### config.mk
export PLATFORM = sky130hd
export DESIGN_NAME = snn_frame_scheduler_flat
export DESIGN_NICKNAME = d
export VERILOG_FILES = /design/src/rtl/snn_frame_scheduler_if.sv /design/src/rtl/snn_frame_scheduler.sv /design/src/flat_wrapper.sv
export SDC_FILE = /design/constraint.sdc
export NUM_CORES = 1
export LEC_CHECK = 0
export CORE_UTILIZATION = 30
export CTS_BUF_LIST = sky130_fd_sc_hd__clkbuf_16
export CTS_CLUSTER_SIZE = 24
export DETAILED_ROUTE_END_ITERATION = 6
export PLACE_DENSITY_LB_ADDON = 0.25
export SLEW_MARGIN = 20
export SYNTH_ARGS = -nofsm -noshare
export SYNTH_HDL_FRONTEND = slang
export SYNTH_SLANG_ARGS = --single-unit
### constraint.sdc
create_clock -name clk -period 4.78 [get_ports clk]
set_input_delay 0.956 -clock clk [delete_from_list [all_inputs] [get_ports clk]]
set_output_delay 0.956 -clock clk [all_outputs]
set_load 0.02 [all_outputs]
### src/rtl/snn_frame_scheduler_if.sv
// ---------------------------------------------------------------------------
// snn_frame_scheduler_if
// Groups the two buses that the frame scheduler sits between:
//   - the frame push handshake from the SPI side
//     (frame_valid / frame_data / frame_ready)
//   - the evaluate bus to the SNN core
//     (snn_enable / snn_input_spikes / snn_output_spikes)
// Modports:
//   slave  : the scheduler's view. It accepts frames, drives the core
//            inputs and reads the core outputs.
//   master : the surrounding system's view. This is the SPI push side
//            together with the core.
// ---------------------------------------------------------------------------
interface snn_frame_scheduler_if #(
   parameter int N_INPUTS  = 24,
   parameter int N_OUTPUTS = 2
);
   logic                 frame_valid;
   logic [N_INPUTS-1:0]  frame_data;
   logic                 frame_ready;
   logic                 snn_enable;
   logic [N_INPUTS-1:0]  snn_input_spikes;
   logic [N_OUTPUTS-1:0] snn_output_spikes;

   modport slave (
      input  frame_valid,
      input  frame_data,
      output frame_ready,
      output snn_enable,
      output snn_input_spikes,
      input  snn_output_spikes
   );

   modport master (
      output frame_valid,
      output frame_data,
      input  frame_ready,
      input  snn_enable,
      input  snn_input_spikes,
      output snn_output_spikes
   );
endinterface

### src/rtl/snn_frame_scheduler.sv
// ---------------------------------------------------------------------------
// snn_frame_scheduler
// Timestep controller in front of the SNN core (system clock domain).
//
// Input-spike frames pushed by the SPI side are buffered in a small FIFO.
// On each accepted timestep tick, one frame is replayed to the core.
// The scheduler pulses the core enable, waits SETTLE cycles, and then
// captures the core output spikes.
// Per-output saturating spike counters and sticky overrun/underrun flags
// are kept for debug readout.
//
// Ports:
//   clk           system clock (only clock)
//   reset         synchronous, active-low reset
//   run           level; ticks are accepted only while high
//   tick          one-cycle timestep strobe
//   bus           frame push handshake + core evaluate bus (slave modport)
//   out_valid     one-cycle pulse when out_spikes has just been captured
//   out_spikes    last captured core output spikes
//   spike_counts  saturating counters; output i at [i*CNT_W +: CNT_W]
//   clear_counts  clears counters and sticky flags
//   fifo_count    number of frames held in the FIFO
//   busy          high whenever the FSM is not idle
//   overrun       sticky: tick arrived while a frame was in flight
//   underrun      sticky: tick was consumed with the FIFO empty
// ---------------------------------------------------------------------------
module snn_frame_scheduler #(
   parameter int N_INPUTS  = 24,
   parameter int N_OUTPUTS = 2,
   parameter int DEPTH     = 8,
   parameter int SETTLE    = 4,
   parameter int CNT_W     = 16
) (
   input  logic                         clk,
   input  logic                         reset,
   input  logic                         run,
   input  logic                         tick,
   snn_frame_scheduler_if.slave         bus,
   output logic                         out_valid,
   output logic [N_OUTPUTS-1:0]         out_spikes,
   output logic [N_OUTPUTS*CNT_W-1:0]   spike_counts,
   input  logic                         clear_counts,
   output logic [$clog2(DEPTH):0]       fifo_count,
   output logic                         busy,
   output logic                         overrun,
   output logic                         underrun
);

   localparam int PTR_W       = $clog2(DEPTH);
   localparam int FCNT_W      = PTR_W + 1;
   localparam int WAIT_W      = (SETTLE > 1) ? $clog2(SETTLE) : 1;
   localparam int WAIT_LAST_I = (SETTLE > 0) ? SETTLE - 1 : 0;

   localparam logic [WAIT_W-1:0] WAIT_LAST = WAIT_W'(WAIT_LAST_I);
   localparam logic [FCNT_W-1:0] FIFO_FULL = FCNT_W'(DEPTH);

   typedef enum logic [1:0] {
      IDLE    = 2'd0,
      ISSUE   = 2'd1,
      WAIT    = 2'd2,
      CAPTURE = 2'd3
   } state_t;

   state_t               state_q;
   state_t               state_d;
   logic [WAIT_W-1:0]    wait_cnt_q;

   logic [N_INPUTS-1:0]  mem [DEPTH];
   logic [PTR_W-1:0]     rd_ptr_q;
   logic [PTR_W-1:0]     wr_ptr_q;
   logic [FCNT_W-1:0]    count_q;
   logic                 fifo_full;
   logic                 fifo_empty;
   logic                 push;
   logic                 pop;

   logic                 tick_accept;
   logic                 tick_drop;
   logic                 capture_load;

   logic                 enable_q;
   logic [N_INPUTS-1:0]  input_spikes_q;

   // FIFO status comes from the registered count only, so frame_ready
   // never depends on a same-cycle pop.
   // While reset is low, frame_ready is held at zero.
   assign fifo_full       = (count_q == FIFO_FULL);
   assign fifo_empty      = (count_q == '0);
   assign bus.frame_ready = reset && !fifo_full;
   assign push            = bus.frame_valid && bus.frame_ready;
   assign pop             = tick_accept && !fifo_empty;

   assign bus.snn_enable       = enable_q;
   assign bus.snn_input_spikes = input_spikes_q;
   assign busy                 = (state_q != IDLE);
   assign fifo_count           = count_q;

   // State register and settle counter.
   // The counter is cleared on the enable cycle and then counts up
   // through WAIT until it reaches SETTLE-1.
   always_ff @(posedge clk) begin
      if (!reset) begin
         state_q    <= IDLE;
         wait_cnt_q <= '0;
      end else begin
         state_q <= state_d;
         if (state_q == ISSUE) begin
            wait_cnt_q <= '0;
         end else if (state_q == WAIT) begin
            wait_cnt_q <= wait_cnt_q + WAIT_W'(1);
         end
      end
   end

   // Next-state logic.
   // capture_load marks the edge that enters CAPTURE. Core outputs are
   // sampled on that edge, so out_valid and the new out_spikes are
   // visible during the CAPTURE cycle itself.
   // A tick seen while a frame is in flight is dropped, not queued.
   always_comb begin
      state_d      = state_q;
      tick_accept  = 1'b0;
      tick_drop    = 1'b0;
      capture_load = 1'b0;
      case (state_q)
         IDLE: begin
            if (tick && run) begin
               tick_accept = 1'b1;
               state_d     = ISSUE;
            end
         end
         ISSUE: begin
            if (SETTLE == 0) begin
               capture_load = 1'b1;
               state_d      = CAPTURE;
            end else begin
               state_d = WAIT;
            end
         end
         WAIT: begin
            if (wait_cnt_q == WAIT_LAST) begin
               capture_load = 1'b1;
               state_d      = CAPTURE;
            end
         end
         CAPTURE: begin
            state_d = IDLE;
         end
         default: begin
            state_d = IDLE;
         end
      endcase
      if ((state_q != IDLE) && tick && run) begin
         tick_drop = 1'b1;
      end
   end

   // FIFO pointers and occupancy.
   // DEPTH is a power of two, so the pointers wrap naturally.
   // A push and a pop in the same cycle leave the count unchanged.
   always_ff @(posedge clk) begin
      if (!reset) begin
         rd_ptr_q <= '0;
         wr_ptr_q <= '0;
         count_q  <= '0;
      end else begin
         if (push) begin
            wr_ptr_q <= wr_ptr_q + PTR_W'(1);
         end
         if (pop) begin
            rd_ptr_q <= rd_ptr_q + PTR_W'(1);
         end
         case ({push, pop})
            2'b10:   count_q <= count_q + FCNT_W'(1);
            2'b01:   count_q <= count_q - FCNT_W'(1);
            default: count_q <= count_q;
         endcase
      end
   end

   // FIFO storage.
   // It needs no reset: a flush only rewinds the pointers.
   always_ff @(posedge clk) begin
      if (push) begin
         mem[wr_ptr_q] <= bus.frame_data;
      end
   end

   // Core-facing registers and capture.
   // On issue, the frame is latched and held until the next issue.
   // If the FIFO is empty at issue time, an all-zero frame is presented.
   always_ff @(posedge clk) begin
      if (!reset) begin
         enable_q       <= 1'b0;
         input_spikes_q <= '0;
         out_valid      <= 1'b0;
         out_spikes     <= '0;
      end else begin
         enable_q  <= tick_accept;
         out_valid <= capture_load;
         if (tick_accept) begin
            input_spikes_q <= pop ? mem[rd_ptr_q] : '0;
         end
         if (capture_load) begin
            out_spikes <= bus.snn_output_spikes;
         end
      end
   end

   // Debug statistics.
   // clear_counts wins over any event in the same cycle: that increment
   // or flag set is discarded rather than applied after the clear.
   // Each counter stops at all-ones.
   always_ff @(posedge clk) begin
      if (!reset) begin
         spike_counts <= '0;
         overrun      <= 1'b0;
         underrun     <= 1'b0;
      end else if (clear_counts) begin
         spike_counts <= '0;
         overrun      <= 1'b0;
         underrun     <= 1'b0;
      end else begin
         if (tick_drop) begin
            overrun <= 1'b1;
         end
         if (tick_accept && fifo_empty) begin
            underrun <= 1'b1;
         end
         if (capture_load) begin
            for (int i = 0; i < N_OUTPUTS; i++) begin
               if (bus.snn_output_spikes[i] &&
                   (spike_counts[i*CNT_W +: CNT_W] != {CNT_W{1'b1}})) begin
                  spike_counts[i*CNT_W +: CNT_W] <=
                     spike_counts[i*CNT_W +: CNT_W] + CNT_W'(1);
               end
            end
         end
      end
   end

endmodule
### src/flat_wrapper.sv
// flat-port wrapper written by rule: the top's interface ports become plain ports
module snn_frame_scheduler_flat 
#(
   parameter int N_INPUTS  = 24,
   parameter int N_OUTPUTS = 2,
   parameter int DEPTH     = 8,
   parameter int SETTLE    = 4,
   parameter int CNT_W     = 16
)
  (clk, reset, run, tick, out_valid, out_spikes, spike_counts, clear_counts, fifo_count, busy, overrun, underrun, bus_frame_valid, bus_frame_data, bus_frame_ready, bus_snn_enable, bus_snn_input_spikes, bus_snn_output_spikes);
  snn_frame_scheduler_if #(.N_INPUTS(N_INPUTS), .N_OUTPUTS(N_OUTPUTS)) bus_i ();
  input  logic clk;
  input  logic reset;
  input  logic run;
  input  logic tick;
  output logic out_valid;
  output logic [N_OUTPUTS-1:0] out_spikes;
  output logic [N_OUTPUTS*CNT_W-1:0] spike_counts;
  input  logic clear_counts;
  output logic [$clog2(DEPTH):0] fifo_count;
  output logic busy;
  output logic overrun;
  output logic underrun;
  input wire logic [$bits(bus_i.frame_valid)-1:0] bus_frame_valid;
  input wire logic [$bits(bus_i.frame_data)-1:0] bus_frame_data;
  output wire logic [$bits(bus_i.frame_ready)-1:0] bus_frame_ready;
  output wire logic [$bits(bus_i.snn_enable)-1:0] bus_snn_enable;
  output wire logic [$bits(bus_i.snn_input_spikes)-1:0] bus_snn_input_spikes;
  input wire logic [$bits(bus_i.snn_output_spikes)-1:0] bus_snn_output_spikes;
  assign bus_i.frame_valid = bus_frame_valid;
  assign bus_i.frame_data = bus_frame_data;
  assign bus_frame_ready = bus_i.frame_ready;
  assign bus_snn_enable = bus_i.snn_enable;
  assign bus_snn_input_spikes = bus_i.snn_input_spikes;
  assign bus_i.snn_output_spikes = bus_snn_output_spikes;
  snn_frame_scheduler #(.N_INPUTS(N_INPUTS), .N_OUTPUTS(N_OUTPUTS), .DEPTH(DEPTH), .SETTLE(SETTLE), .CNT_W(CNT_W)) u_core (.clk(clk), .reset(reset), .run(run), .tick(tick), .bus(bus_i), .out_valid(out_valid), .out_spikes(out_spikes), .spike_counts(spike_counts), .clear_counts(clear_counts), .fifo_count(fifo_count), .busy(busy), .overrun(overrun), .underrun(underrun));
endmodule
; Yosys cells after proc, flatten, opt, wreduce, memory -nomap -nowiden
; Memory sizes are Yosys's and may differ from the RTL's. A register that Yosys moved wholly into a read port is not among the register bits.
; Cells that the tools add are included.
[totals]
register_bits = 76
ramBits = 192
in_bits = 32
out_inout_bits = 68
memories = 1
[op_classes]
add_sub_neg = 7
eq_ne = 11
mux = 14
n_bitwise = 1
reduce_logical = 20
[mem_list]
columns = name, words, width, rd, rd_ports_with_merged_regs, write_ports, line
row1 = u_core.mem, 8, 24, 1, 1, 1, snn_frame_scheduler.sv:68  ; logic [N_INPUTS-1:0] mem [DEPTH];
[ops]
columns = operator, n
row1 = 16-bit by 1-bit adder with 16-bit output (second input constant), 2
row2 = 16-bit != test (second input constant), 2
row3 = 24-bit two-way mux, 1
row4 = 1-bit logical AND, 9
row5 = 2-bit == test (second input constant), 4
row6 = 2-bit one-hot mux with 4 select lines, 1
row7 = 4-bit one-hot mux with 2 select lines, 1
row8 = 1-bit two-way mux, 7
row9 = 3-bit by 1-bit adder with 3-bit output (second input constant), 2
row10 = 3-bit two-way mux, 2
row11 = 2-bit AND reduction, 3
row12 = 4-bit by 1-bit adder with 4-bit output (second input constant), 1
row13 = 2-bit by 1-bit == test with 1-bit output (second input constant), 2
row14 = 4-bit == test (second input constant), 1
row15 = 4-bit zero test, 1
row16 = 2-bit two-way mux, 2
row17 = 2-bit nonzero test, 2
row18 = 2-bit OR reduction, 2
row19 = 4-bit by 1-bit subtractor with 4-bit output (second input constant), 1
row20 = 2-bit by 1-bit adder with 2-bit output (second input constant), 1
row21 = 1-bit zero test, 2
row22 = 2-bit zero test, 1
row23 = 2-bit by 1-bit != test with 1-bit output (second input constant), 1
row24 = 2-bit != test (second input constant), 1
row25 = 1-bit inverter, 1

; Depth between registers and ports, before layout
[logic_depth]
depth_word = 6
mapped_depth = 11
ltp_nobuf = 11

; Worst setup path before layout
; No wires, ideal clock.
[synth_path]
path_kind = input to register
startpoint = input port reset
endpoint = memory u_core.mem[0][0], enable pin
setup_time_ns = 0.435
arrival_time_ns = 3.267
required_time_ns = 4.345
path_slack_ns = 1.077
cell_stages = 4
path_buffers = 1
cell_sequence = clkbuf_1 -> and3_1 -> nand2b_1 -> nor3_1
[synth_via]
elab_chain_cells = 4
[synth_rtl]
columns = element, line
row1 = from (decl), flat_wrapper.sv:13  ; input logic reset;
row2 = 1-bit logical AND, snn_frame_scheduler.sv:89  ; assign bus.frame_ready = reset && !fifo_full;
row3 = 1-bit logical AND, snn_frame_scheduler.sv:90  ; assign push = bus.frame_valid && bus.frame_ready;
row4 = 1-bit two-way mux, snn_frame_scheduler.sv:184  ; if (push) begin
row5 = 1-bit two-way mux (implied by the code), snn_frame_scheduler.sv:185  ; mem[wr_ptr_q] <= bus.frame_data;
row6 = to (decl), snn_frame_scheduler.sv:68
; No other way between the ends.

; Worst setup path after layout
[layout_path]
startpoint = input port reset
endpoint = output port bus_frame_ready
[layout_via]
elab_chain_cells = 1
[layout_rtl]
columns = element, line
row1 = 1-bit logical AND, snn_frame_scheduler.sv:89
row2 = to (decl), flat_wrapper.sv:26  ; output wire logic [$bits(bus_i.frame_ready)-1:0] bus_frame_ready;
; No other way between the ends.

==> summary.md <==
| Metric | Value |
|---|---|
| FILL cells | `about 3.3k` |
| GPL Wtd Cong | `0.757` |
| Commonest cells post-synth | `edfxtp_1, dfxtp_1, nand2_1` |
| Antenna Nets Post-Route | `0` |
| Detailed Route Iter0 Violations | `~390` |
| Count leader, synth | `edfxtp_1` |
| Fmax | `around 290 MHz` |
| Max-slew violation count | `0` |
| Final Power | `5170 uW` |
| Crit-path max FO | `10` |
| # IOs | `100` |
| Final setup vio count | `0` |
| #FFs+latches synth | `approximately 270` |
| Vias | `6089` |
| Crit path DAT | `around 2.5 ns` |
| Row count | `68` |
| Initial antenna violation count | `0` |
| Pwr dens | `394 nW/um^2` |
| Routed WL | `22700 um` |
| Setup crit end kind | `output port` |
| Worst min-delay path class | `register to register` |
| H-tree depth | `1` |
| Clk slew on worst S/H paths | `0.06 ns` |
| Routed length per placed instance | `about 18 um` |
| Clk sink count | `271` |
| Hold EP | `u_core.bus.snn_input_spikes[10]$_SDFFE_PN0P_` |
| Worst VDD drop | `342 uV` |
| Post-synth top area cell | `edfxtp_1` |
| FF-to-FF Start | `u_core.state_q[0]$_SDFFE_PN0P_` |
| Final net count | `about 830` |
| Setup bufs post-CTS | `0` |
| Hold Crit Start | `u_core.bus.snn_input_spikes[10]$_SDFFE_PN0P_` |
| Synth top area cells | `edfxtp_1, dfxtp_1, mux4_2, mux2i_1, o21ai_0` |
| Req. time, crit path | `3.82 ns` |
| Asr flop ratio synth | `0%` |
| Vert. Die Dim | `190 um` |
| Final Hold Viols | `0` |
| Synth Area per Inst | `about 16 um^2` |
| Core Area | `34500 um^2` |
| Worst reg-to-reg path cell count | `11` |
| Hold Path Depth | `2` |
| Post-route clock period utilization | `just over 70%` |
| Mapped Cells | `673` |
| Initial core utilization | `a little under a third` |
| Ys flop type | `edfxtp_1` |
| Worst R2R End | `u_core.fifo_count[2]$_SDFFE_PN0P_` |
| Synth unique cells | `between 40 and 50` |
| Slew headroom | `34.4%` |
| 1st-pass router iterations | `4` |
| First-pass GRT wire length | `roughly 35000 um` |
| CTS tree | `yes` |
| Synthesized Nets | `between 700 and 800` |
| CTS resizes | `0` |
| Grt total ovfl | `0` |
| Area delta synth->final | `24.2%` |
| Share of layout cells above drive strength 1 | `approximately 15%` |
| Worst-Skew Late Latency | `0.57 ns` |
| Static Leak | `approximately 0.004 uW` |
| DIE AREA | `35900 um^2` |
| Part of the Yosys area used for sequential elements | `69.6%` |
| Post-Syn Area | `roughly 11000 um^2` |
| RSZ-0062 raised after global routing | `false` |
| Max_cap viols | `0` |
| Worst-Margin Slew | `roughly 0.98 ns` |
| Clock buffer depth | `3` |
| Period minus WS final | `3.46 ns` |
| Setup TNS | `0 ns` |
| TritonCTS Buffers | `30` |
| Startpoint types | `input port` |
| Post-DP HPWL | `13600 um` |
| Number of vias per cell | `4.79` |
| Status | `finished clean` |
| Number of global-route vias before repair | `approximately 6.0k` |
| Root Buffer | `clkbuf_16` |
| # hold bufs at CTS | `0` |
| Port Buffers | `between 90 and 100` |
| Post-synth EDFFs | `roughly 190` |
| Die W | `190 um` |
| Post-synth top area share | `54.6%` |
| DR DRC count | `0` |
| Ys Warns | `0` |
| Register-to-Register Setup Slack | `a little over 2 ns` |
| Largest net degree at the start of global routing | `49` |
| Post-Route Skew | `between 0.02 and 0.03 ns` |
| Antenna Cells | `0` |
| Critical path class | `input port to output port` |
| Total Routing Usage GR | `about an eighth` |
[critical path: stages]
cell             delay [ns]
clkdlybuf4s50_1        0.69
and2_1                 0.23
clkdlybuf4s50_1        0.62
[flip-flops by register name, summed over array words and instances, names as in the netlist, 2 cells and up, named ones only]
signal / cells
u_core.wait_cnt_q: 2
u_core.wr_ptr_q: 3
u_core.bus.snn_input_spikes: 24
u_core.fifo_count: 4
u_core.out_spikes: 2
u_core.spike_counts: 32
u_core.rd_ptr_q: 3
u_core.mem: 192
u_core.state_q: 2
[cell usage in the layout, fill, tap and decap left out, types with 12 or more instances in the layout]
cell,instances
a21oi_1,28
buf_4,14
clkbuf_16,30
clkdlybuf4s50_1,99
dfxtp_1,76
edfxtp_1,192
inv_1,14
mux2i_1,31
mux4_2,48
nand2_1,49
nand3_1,16
nor2_1,22
o21ai_0,40
or4_1,12
[worst max-delay path by stage]
stage                                                   endpoint  slack, ns   from
global route                                     bus_frame_ready       1.21  reset
detailed placement  u_core.bus.snn_input_spikes[23]$_SDFFE_PN0P_       1.24  reset
CTS                                              bus_frame_ready       1.30  reset
global placement                                 bus_frame_ready       1.32  reset
finish                                           bus_frame_ready       1.32  reset
floorplan                             u_core.mem[0][0]$_DFFE_PP_       1.08  reset
[report_power, final]
part	switching, uW	internal (uW)
combinational	210	190
sequential	37.6	2560
clock	925	1250
[logic make-up after synthesis]
| logic type | synth area share [%] |
|---|---|
| AO/OA/AOI/OAI | 5.14 |
| buffers and inverters | 1.37 |
| XOR/XNOR | 0.664 |
| AND/OR/NAND/NOR | 8.75 |
| adder cells (fa/ha/maj) | 1.30 |
| multiplexers | 13.2 |
| flip-flops | 69.6 |
[final cells by class]
| class | count | area (um^2) | share of cell area, % |
|---|---|---|---|
| clock buffer | 30 | 751 | 5.72 |
| timing repair buffer | 114 | 1120 | 8.57 |
| tap | 455 | 569 | 4.34 |
| sequential | 271 | 7350 | 56.1 |
| clock inverter | 26 | 191 | 1.46 |
| multi-input combinational | 366 | 3100 | 23.6 |
| inverter | 8 | 30.0 | 0.229 |
[stage by stage]
stage          std cells  worst slack [ns]  instance area (um^2)  hold WS, ns  utilization [%]
6_report            1270              1.32                 13100        0.453             38.0
5_1_grt             1270              1.21                 13100        0.475             38.0
4_1_cts             1269              1.30                 13100        0.460             37.9
3_5_place_dp        1213              1.24                 12100        0.446             35.1
3_3_place_gp        1213              1.32                 12100        0.437             35.1
2_1_floorplan        673              1.08                 10600        0.462                -
[metal layers]
layer  global-route usage (%)  routed length, um  vias up
li1                         -                  -     2894
met1                     17.2              10400     3065
met2                     21.1              11000       95
met3                     2.25                792       35
met4                     3.50                446        0
met5                        0                  0        -
No activity file was read; power rests on OpenSTA's default activity.
